<file path="src/rtl/uart_fifo_ctrl.sv">
`default_nettype none
// ============================================================================
// Module   : uart_fifo_ctrl
// Purpose  : Register-bus controller in front of a UART transceiver core.
//            It owns the baud divisor and buffers TX bytes in a FIFO, launching
//            them one at a time with a start pulse. It drains bytes received by
//            the core into an RX FIFO, acknowledging each with a has-byte clear
//            and flagging overflow. It also raises a level interrupt.
// Ports    : clk, rst                  - clock, async active-high reset
//            addr/wdata/we/re/rdata    - CPU register bus (0 DATA, 1 STATUS,
//                                        2 DIV_LO, 3 DIV_HI), 1-cycle read
//            irq                       - registered level interrupt
//            uart_divisor/din/start    - towards the core (TX side)
//            uart_busy/dout/has_byte   - from the core
//            uart_clr_hb               - has-byte acknowledge to the core
// Revision : 1.0 - initial release
// ============================================================================
module uart_fifo_ctrl #(
    parameter int          DEPTH_LOG2  = 3,
    parameter logic [15:0] DEFAULT_DIV = 16'd433
) (
    input  logic        clk,
    input  logic        rst,
    input  logic [1:0]  addr,
    input  logic [7:0]  wdata,
    input  logic        we,
    input  logic        re,
    output logic [7:0]  rdata,
    output logic        irq,
    output logic [15:0] uart_divisor,
    output logic [7:0]  uart_din,
    output logic        uart_start,
    input  logic        uart_busy,
    input  logic [7:0]  uart_dout,
    input  logic        uart_has_byte,
    output logic        uart_clr_hb
);

    localparam int DEPTH = 1 << DEPTH_LOG2;

    localparam logic [1:0] c_addr_data   = 2'd0;
    localparam logic [1:0] c_addr_status = 2'd1;
    localparam logic [1:0] c_addr_div_lo = 2'd2;
    localparam logic [1:0] c_addr_div_hi = 2'd3;

    localparam logic [DEPTH_LOG2-1:0] c_ptr_one  = DEPTH_LOG2'(1);
    localparam logic [DEPTH_LOG2:0]   c_cnt_one  = (DEPTH_LOG2 + 1)'(1);
    localparam logic [DEPTH_LOG2:0]   c_cnt_full = (DEPTH_LOG2 + 1)'(DEPTH);

    localparam logic [1:0] c_tx_idle      = 2'd0;
    localparam logic [1:0] c_tx_wait_busy = 2'd1;
    localparam logic [1:0] c_tx_wait_done = 2'd2;

    localparam logic [0:0] c_rx_idle = 1'b0;
    localparam logic [0:0] c_rx_ack  = 1'b1;

    // ------------------------------------------------------------------
    // Registers
    // ------------------------------------------------------------------
    logic [7:0]            r_tx_mem [DEPTH];
    logic [DEPTH_LOG2-1:0] r_tx_wptr, r_tx_rptr;
    logic [DEPTH_LOG2:0]   r_tx_count;

    logic [7:0]            r_rx_mem [DEPTH];
    logic [DEPTH_LOG2-1:0] r_rx_wptr, r_rx_rptr;
    logic [DEPTH_LOG2:0]   r_rx_count;

    logic [1:0]  r_tx_state, w_tx_next;
    logic [1:0]  r_guard;
    logic [0:0]  r_rx_state, w_rx_next;

    logic        r_overflow, r_rx_ie, r_tx_ie;
    logic [15:0] r_divisor;
    logic [7:0]  r_rdata, r_din;
    logic        r_start, r_clr_hb, r_irq;

    // ------------------------------------------------------------------
    // Derived flags and bus decodes
    // ------------------------------------------------------------------
    logic w_tx_empty, w_tx_full, w_rx_empty, w_rx_full;
    logic w_wr_data, w_wr_status, w_rd_data;
    logic w_tx_push, w_tx_pop, w_rx_push, w_rx_pop;
    logic w_tx_launch, w_rx_take, w_ovf_set;

    assign w_tx_empty = (r_tx_count == '0);
    assign w_tx_full  = (r_tx_count == c_cnt_full);
    assign w_rx_empty = (r_rx_count == '0);
    assign w_rx_full  = (r_rx_count == c_cnt_full);

    assign w_wr_data   = we && (addr == c_addr_data);
    assign w_wr_status = we && (addr == c_addr_status);
    assign w_rd_data   = re && (addr == c_addr_data);

    // Fullness/emptiness are the pre-edge values, so a same-cycle pop never
    // makes room for a push and a pop of an empty FIFO is simply ignored.
    assign w_tx_push = w_wr_data && !w_tx_full;
    assign w_tx_pop  = w_tx_launch;
    assign w_rx_push = w_rx_take && !w_rx_full;
    assign w_ovf_set = w_rx_take && w_rx_full;
    assign w_rx_pop  = w_rd_data && !w_rx_empty;

    // ------------------------------------------------------------------
    // TX FIFO
    // ------------------------------------------------------------------
    always_ff @(posedge clk) begin
        if (w_tx_push) begin
            r_tx_mem[r_tx_wptr] <= wdata;
        end
    end

    always_ff @(posedge clk or posedge rst) begin
        if (rst) begin
            r_tx_wptr  <= '0;
            r_tx_rptr  <= '0;
            r_tx_count <= '0;
        end else begin
            if (w_tx_push) r_tx_wptr <= r_tx_wptr + c_ptr_one;
            if (w_tx_pop)  r_tx_rptr <= r_tx_rptr + c_ptr_one;
            case ({w_tx_push, w_tx_pop})
                2'b10:   r_tx_count <= r_tx_count + c_cnt_one;
                2'b01:   r_tx_count <= r_tx_count - c_cnt_one;
                default: r_tx_count <= r_tx_count;
            endcase
        end
    end

    // ------------------------------------------------------------------
    // RX FIFO
    // ------------------------------------------------------------------
    always_ff @(posedge clk) begin
        if (w_rx_push) begin
            r_rx_mem[r_rx_wptr] <= uart_dout;
        end
    end

    always_ff @(posedge clk or posedge rst) begin
        if (rst) begin
            r_rx_wptr  <= '0;
            r_rx_rptr  <= '0;
            r_rx_count <= '0;
        end else begin
            if (w_rx_push) r_rx_wptr <= r_rx_wptr + c_ptr_one;
            if (w_rx_pop)  r_rx_rptr <= r_rx_rptr + c_ptr_one;
            case ({w_rx_push, w_rx_pop})
                2'b10:   r_rx_count <= r_rx_count + c_cnt_one;
                2'b01:   r_rx_count <= r_rx_count - c_cnt_one;
                default: r_rx_count <= r_rx_count;
            endcase
        end
    end

    // ------------------------------------------------------------------
    // TX FSM: state register / next state / outputs
    // ------------------------------------------------------------------
    always_ff @(posedge clk or posedge rst) begin
        if (rst) begin
            r_tx_state <= c_tx_idle;
            r_guard    <= '0;
        end else begin
            r_tx_state <= w_tx_next;
            // Guard timer so a start the core never acknowledges cannot
            // stall the FSM in WAIT_BUSY.
            r_guard    <= (r_tx_state == c_tx_wait_busy) ? r_guard + 2'd1 : 2'd0;
        end
    end

    always_comb begin
        w_tx_next = r_tx_state;
        case (r_tx_state)
            c_tx_idle:      if (!w_tx_empty && !uart_busy)      w_tx_next = c_tx_wait_busy;
            c_tx_wait_busy: if (uart_busy || (r_guard == 2'd2)) w_tx_next = c_tx_wait_done;
            c_tx_wait_done: if (!uart_busy)                     w_tx_next = c_tx_idle;
            default:                                            w_tx_next = c_tx_idle;
        endcase
    end

    always_comb begin
        w_tx_launch = (r_tx_state == c_tx_idle) && !w_tx_empty && !uart_busy;
    end

    always_ff @(posedge clk or posedge rst) begin
        if (rst) begin
            r_start <= 1'b0;
            r_din   <= '0;
        end else begin
            r_start <= w_tx_launch;
            if (w_tx_launch) r_din <= r_tx_mem[r_tx_rptr];
        end
    end

    // ------------------------------------------------------------------
    // RX FSM: state register / next state / outputs
    // ------------------------------------------------------------------
    always_ff @(posedge clk or posedge rst) begin
        if (rst) r_rx_state <= c_rx_idle;
        else     r_rx_state <= w_rx_next;
    end

    always_comb begin
        w_rx_next = r_rx_state;
        case (r_rx_state)
            c_rx_idle: if (uart_has_byte) w_rx_next = c_rx_ack;
            default:                      w_rx_next = c_rx_idle;
        endcase
    end

    // RX_ACK lasts one cycle so the stale has_byte is not taken twice while
    // the clear travels to the core.
    always_comb begin
        w_rx_take = (r_rx_state == c_rx_idle) && uart_has_byte;
    end

    always_ff @(posedge clk or posedge rst) begin
        if (rst) r_clr_hb <= 1'b0;
        else     r_clr_hb <= w_rx_take;
    end

    // ------------------------------------------------------------------
    // Control registers
    // ------------------------------------------------------------------
    always_ff @(posedge clk or posedge rst) begin
        if (rst) begin
            r_overflow <= 1'b0;
            r_rx_ie    <= 1'b0;
            r_tx_ie    <= 1'b0;
            r_divisor  <= DEFAULT_DIV;
        end else begin
            // A new overflow wins over a simultaneous clear so it is not lost.
            if (w_ovf_set)                       r_overflow <= 1'b1;
            else if (w_wr_status && wdata[4])    r_overflow <= 1'b0;
            if (w_wr_status) begin
                r_rx_ie <= wdata[6];
                r_tx_ie <= wdata[7];
            end
            if (we && (addr == c_addr_div_lo))   r_divisor[7:0]  <= wdata;
            if (we && (addr == c_addr_div_hi))   r_divisor[15:8] <= wdata;
        end
    end

    // ------------------------------------------------------------------
    // Read data and interrupt
    // ------------------------------------------------------------------
    always_ff @(posedge clk or posedge rst) begin
        if (rst) begin
            r_rdata <= '0;
        end else if (re) begin
            case (addr)
                c_addr_data:   r_rdata <= w_rx_empty ? 8'h00 : r_rx_mem[r_rx_rptr];
                c_addr_status: r_rdata <= {r_tx_ie, r_rx_ie, w_rx_full, r_overflow,
                                           uart_busy, w_tx_empty, w_tx_full, !w_rx_empty};
                c_addr_div_lo: r_rdata <= r_divisor[7:0];
                default:       r_rdata <= r_divisor[15:8];
            endcase
        end
    end

    always_ff @(posedge clk or posedge rst) begin
        if (rst) begin
            r_irq <= 1'b0;
        end else begin
            r_irq <= (r_rx_ie && (!w_rx_empty || r_overflow)) ||
                     (r_tx_ie && w_tx_empty && (r_tx_state == c_tx_idle) && !uart_busy);
        end
    end

    assign rdata        = r_rdata;
    assign irq          = r_irq;
    assign uart_divisor = r_divisor;
    assign uart_din     = r_din;
    assign uart_start   = r_start;
    assign uart_clr_hb  = r_clr_hb;

endmodule
`default_nettype wire

</file>
<file path="config.mk">
export PLATFORM = sky130hd
export DESIGN_NAME = uart_fifo_ctrl
export DESIGN_NICKNAME = d
export VERILOG_FILES = /design/src/rtl/uart_fifo_ctrl.sv
export SDC_FILE = /design/constraint.sdc
export NUM_CORES = 1
export LEC_CHECK = 0
export ABC_CLOCK_PERIOD_IN_PS = 2900
export CAP_MARGIN = 5
export CORE_MARGIN = 10
export CORE_UTILIZATION = 49
export CTS_BUF_LIST = sky130_fd_sc_hd__clkbuf_4
export CTS_CLUSTER_DIAMETER = 60
export DETAILED_ROUTE_END_ITERATION = 8
export HOLD_SLACK_MARGIN = 0.03
export PLACE_DENSITY = 0.69
export SLEW_MARGIN = 15
export SYNTH_ARGS = -nofsm -noshare
export SYNTH_HDL_FRONTEND = slang
export SYNTH_SLANG_ARGS = --single-unit
</file>
<file path="constraint.sdc">
create_clock -name clk -period 2.9 [get_ports clk]
set_clock_uncertainty 0.15 [all_clocks]
set_input_delay 0.725 -clock clk [delete_from_list [all_inputs] [get_ports clk]]
set_output_delay 0.725 -clock clk [all_outputs]
set_load 0.005 [all_outputs]
</file>
Word level (Yosys, flattened, before mapping). Memory sizes are Yosys's and may differ from the RTL's. A register that Yosys moved wholly into a read port is not among the register bits. Index checks and enable logic that the tools add are counted. W data, S select, Z words.

Word-level logic and storage cells: 96. Bits of input ports: 24. Memories: 2. Output and inout port bits: 35. Flip-flop bits (word level): 55. Bits in writable memories: 128.

Reduce and logical (&&, ||, !) cells: 34. Eq/ne operators: 15. Add/sub/neg operators: 9. Bitwise logic cells: 1. Mux-type cells: 17.

Memories: r_rx_mem (words 8, bits a word 8, read ports 1, clocked after memory_dff 0, write ports 1, RTL line 64) `logic [7:0] r_rx_mem [DEPTH];`; r_tx_mem (words 8, bits a word 8, read ports 1, clocked after memory_dff 1, write ports 1, RTL line 60) `logic [7:0] r_tx_mem [DEPTH];`.

Operator list (number): $pmux W8 S3 (1); $logic_and A1 B1 Y1 (18); $pmux W4 S2 (2); $add A3 B1 Y3 const B (4); $eq A2 B2 Y1 const B (6); $add A4 B1 Y4 const B (2); $eq A2 B1 Y1 const B (4); $eq A4 B4 Y1 const B (2); $logic_not A4 Y1 (2); $mux W1 (8); $mux W2 (4); $mux W8 (1); $sub A4 B1 Y4 const B (2); $pmux W2 S3 (1); $reduce_bool A2 Y1 (3); $logic_not A1 Y1 (5); $logic_not A2 Y1 (2); $ne A2 B2 Y1 const B (2); $logic_or A1 B1 Y1 (3); $reduce_and A3 Y1 (1); $add A2 B1 Y2 const B (1); $ne A2 B1 Y1 const B (1); $not A1 Y1 (1).

Depth between registers and ports, before layout.
Word-level depth: 6. Mapped depth: 12. Mapped depth without buffers: 11.

Worst setup path after synthesis. OpenSTA, ideal clock, no wires.

Path type: input port to flip-flop. Start: input port re. End: register r_rx_count[2]. Required time: 2.623 ns. Path buffers: 1. Stages on the path: 12. Data arrival time: 2.509 ns. Library setup time: 0.127 ns. Setup slack: 0.114 ns. Path through: buf_4 -> inv_1 -> nor3_1 -> nand2b_2 -> inv_2 -> ha_1 -> xor2_1 -> ha_1 -> a21oi_1 -> xor2_1 -> nor2_1 -> xor2_1.

Longest elaborated chain between the ends: 4. Elaborated cells on any way between the ends: 6. Classes of those cells: eq/ne: 2; mux: 1; reduce/logical: 3.

Ends and longest elaborated chain: start: declaration (RTL line 27) `input logic re,`; $logic_and A1 B1 Y1 * (RTL line 92) `assign w_rd_data = re && (addr == c_addr_data);`; $logic_and A1 B1 Y1 * (RTL line 100) `assign w_rx_pop = w_rd_data && !w_rx_empty;`; named net w_rx_pop (RTL line 82) `logic w_tx_push, w_tx_pop, w_rx_push, w_rx_pop;`; $eq A2 B1 Y1 / $eq A2 B2 Y1 (equally long branches) (RTL line 144) `case ({w_rx_push, w_rx_pop})`; $pmux W4 S2 / $reduce_bool A2 Y1 (equally long branches); end signal: assignment (RTL line 145) `2'b10: r_rx_count <= r_rx_count + c_cnt_one;`; end signal: assignment (RTL line 146) `2'b01: r_rx_count <= r_rx_count - c_cnt_one;`; end signal: assignment (RTL line 147) `default: r_rx_count <= r_rx_count;`; end: declaration (RTL line 66) `logic [DEPTH_LOG2:0] r_rx_count;`.

Mark *: on every way through the listed nets, which the timed path passes. The rest lies on a longest branch. A chain may end at the register's enable or synchronous reset.

Worst setup path after layout.
Start: register r_divisor[5], in the netlist uart_divisor[5]. End: output port uart_divisor[5].

RTL lines: start: declaration (RTL line 73) `logic [15:0] r_divisor;`; start signal: assignment (RTL line 235) `if (we && (addr == c_addr_div_lo)) r_divisor[7:0] <= wdata;`; end: declaration (RTL line 30) `output logic [15:0] uart_divisor,`.

No word-level cell between the ends.

==> flow_summary.toml <==
[logic_synthesis]
ys_async_sr_fraction = 0.326
ys_warn_count = 0
synthCells = 479
synth_area_per_cell_um2 = 16.4
syn_nets = 514
yosysMostFrequentCell = "edfxtp_1"
ys_seq_area_frac = 0.689
synth_cell_types = 42
ys_ff_latch = 190
syn-cell-area_um2 = 7840
synth_top_area_frac = 0.490
synthTopCellsByArea = "edfxtp_1, dfrtp_1, mux4_2, mux2_2, mux2i_1"
synth_ff_type = "edfxtp_1"
synth_edf_count = 128
synth_area_leader_cell = "edfxtp_1"
ys_top_cells_by_count = "edfxtp_1, dfrtp_1, nand2_1"

[floorplan]
die_x_um = 147
dieHeight_um = 147
num_io_pins = 59
die_area_um2 = 21500
rows = 46
core_um2 = 15800
start_util = 0.497

[pwr]
powerDensity_nw_per_um2 = 806
vdd_drop_max_v = 0.000476
total_leakage_power_nw = 3.37

[global_route]
gr-usage-met3 = 0.0408
grt.busiest_layer = "met2"
grt_use_met2 = 0.261
grt_overflow = 0
grt_pass1_vias = 4621
grt_use_met1 = 0.160
grt.total_usage = 0.145
grt_pass1_wl_mm = 24.4
antenna_found_initial = 1
grt_max_degree = 63

[cts]
cts.path.max_buffers = 2
ctsHoldBuffers = 0
clock_latency_ns = 0.57
htree_levels = 4
cts_tree = "done"
cts_resized = 0
cts_setup_buffers = 0
clkSinkCount = 190
clkTransAtPathRegs_ns = 0.14
cts_root_buf = "clkbuf_4"
cts_buffers = 17

[critical_path]
worst_setup_path_end_kind = "output pin"
r2r-start = "r_rx_count[1]"
rr_worst_depth = 11
cp.arrival_ns = 1.69
worstPathCellList = "clkdlybuf4s50_1"
critPathKind = "reg2out"
required_ns = 2.03
rr_endpoint = "r_rx_count[2]"
critical_path.top_delay_family = "flip-flops"
path_buf_inv = 1
startpoint = "uart_divisor[5]"
endpoint = "uart_divisor[5]"
slowest_stage = "dfstp_2"
critical_path.startpoint_type = "register"
slowest_delay_ns = 0.60
worstPathMaxFanout = 3
r2r_slack_ns = 0.48
worstSetupPathDepth = 1

[drt]
ant_nets = 0
wl_per_cell_um = 18.4
avgViaCountPerCell = 5.29
drc = 0
first_iter_violations = 257
drt_pass1_iterations = 4
wirelength_mm = 14.8
num_vias = 4271

[sta]
maxSlewHeadroom = 0.515
finalSetupViolCount = 0
finalHoldViolCount = 0
min_period_ns = 2.56
finalCritPeriodShare = 0.883
slew_viol_final = 0
max_freq_ghz = 0.391
hold_ws_ns = 0.298
rsz0062_at_grt = "false"
worst_pin_slew_ns = 0.727

[finish]
drive_gt1_frac = 0.225
nets = 613
fill_cells = 1259
instances_no_fill = 808
area_growth_syn_to_layout_pct = 17.4

[hold_path]
hp-class = "reg2reg"

[place]
gp_congestion = 0.774
place_inst = 775
dpl.hpwl_mm = 11.0
port_buffers = 58

[status]
status = "finished clean"

[flow_run]
max-cap-violations = 0
-- where the power goes --
group          switching [W]  internal [W]
Sequential          0.000492       0.00334
Combinational       0.000891       0.00122
Clock               0.000864      0.000606
-- worst min-delay path by stage --
stage                 end  slack, ns  cells past startpoint        from
2_1_floorplan  r_guard[0]       0.25                      1  r_guard[0]
3_5_place_dp   r_guard[0]       0.27                      1  r_guard[0]
5_1_grt        r_guard[0]       0.31                      1  r_guard[0]
3_3_place_gp   r_guard[0]       0.27                      1  r_guard[0]
6_report       r_guard[0]       0.30                      1  r_guard[0]
4_1_cts        r_guard[0]       0.30                      1  r_guard[0]
-- final cells by class --
cell class	count	area [µm²]	share of cell area
repair buffers	98	893	0.0971
flip-flops and latches	190	5400	0.587
clock inverters	14	165	0.0179
inverters	9	33.8	0.00367
well taps	216	270	0.0294
diodes	1	2.50	0.000272
clock buffers	18	135	0.0147
multi-input cells	262	2300	0.250
-- logic make-up after synthesis --
logic type | synth area share
flops | 0.689
xor+xnor | 0.0190
simple gates | 0.0697
buf+inv | 0.0177
compound gates | 0.0421
fa+ha+maj | 0.0175
mux | 0.145
-- sequential cells by signal, summed over array words and instances (netlist names), 2 cells and up --
signal,count
r_rx_mem,64
r_tx_mem,64
uart_divisor,16
rdata,8
uart_din,8
r_rx_count,4
r_tx_count,4
r_rx_rptr,3
r_rx_wptr,3
r_tx_rptr,3
r_tx_wptr,3
r_guard,2
r_tx_state,2
-- stage by stage --
step | setup TNS [ns] | utilization | total power, W | area (µm²) | setup WS [ns]
floorplan | 0 | - | 0.00524 | 7840 | 0.114
finish | 0 | 0.584 | 0.00742 | 9210 | 0.339
CTS | 0 | 0.584 | 0.00752 | 9200 | 0.283
detailed placement | -0.102 | 0.565 | 0.00606 | 8900 | -0.0469
global placement | 0 | 0.565 | 0.00598 | 8900 | 0.0149
global route | 0 | 0.584 | 0.00790 | 9210 | 0.236
-- layer usage --
| metal | up-vias | routed length (µm) |
|---|---|---|
| met1 | 2144 | 5900 |
| met4 | 0 | 301 |
| met3 | 21 | 598 |
| met5 | - | 0 |
| met2 | 75 | 8040 |
| li1 | 2031 | - |
-- layout by cell type (no fill, tap or decap), drive strengths merged, types with 10 or more instances in the layout --
cell	count
mux2i	19
nand2b	17
edfxtp	128
nor2	30
clkbuf	18
clkdlybuf4s50	58
o22ai	10
mux2	32
nand2	39
o21ai	13
ha	11
buf	40
inv	11
dfrtp	57
mux4	25
Power figures use the tool's default switching activity.
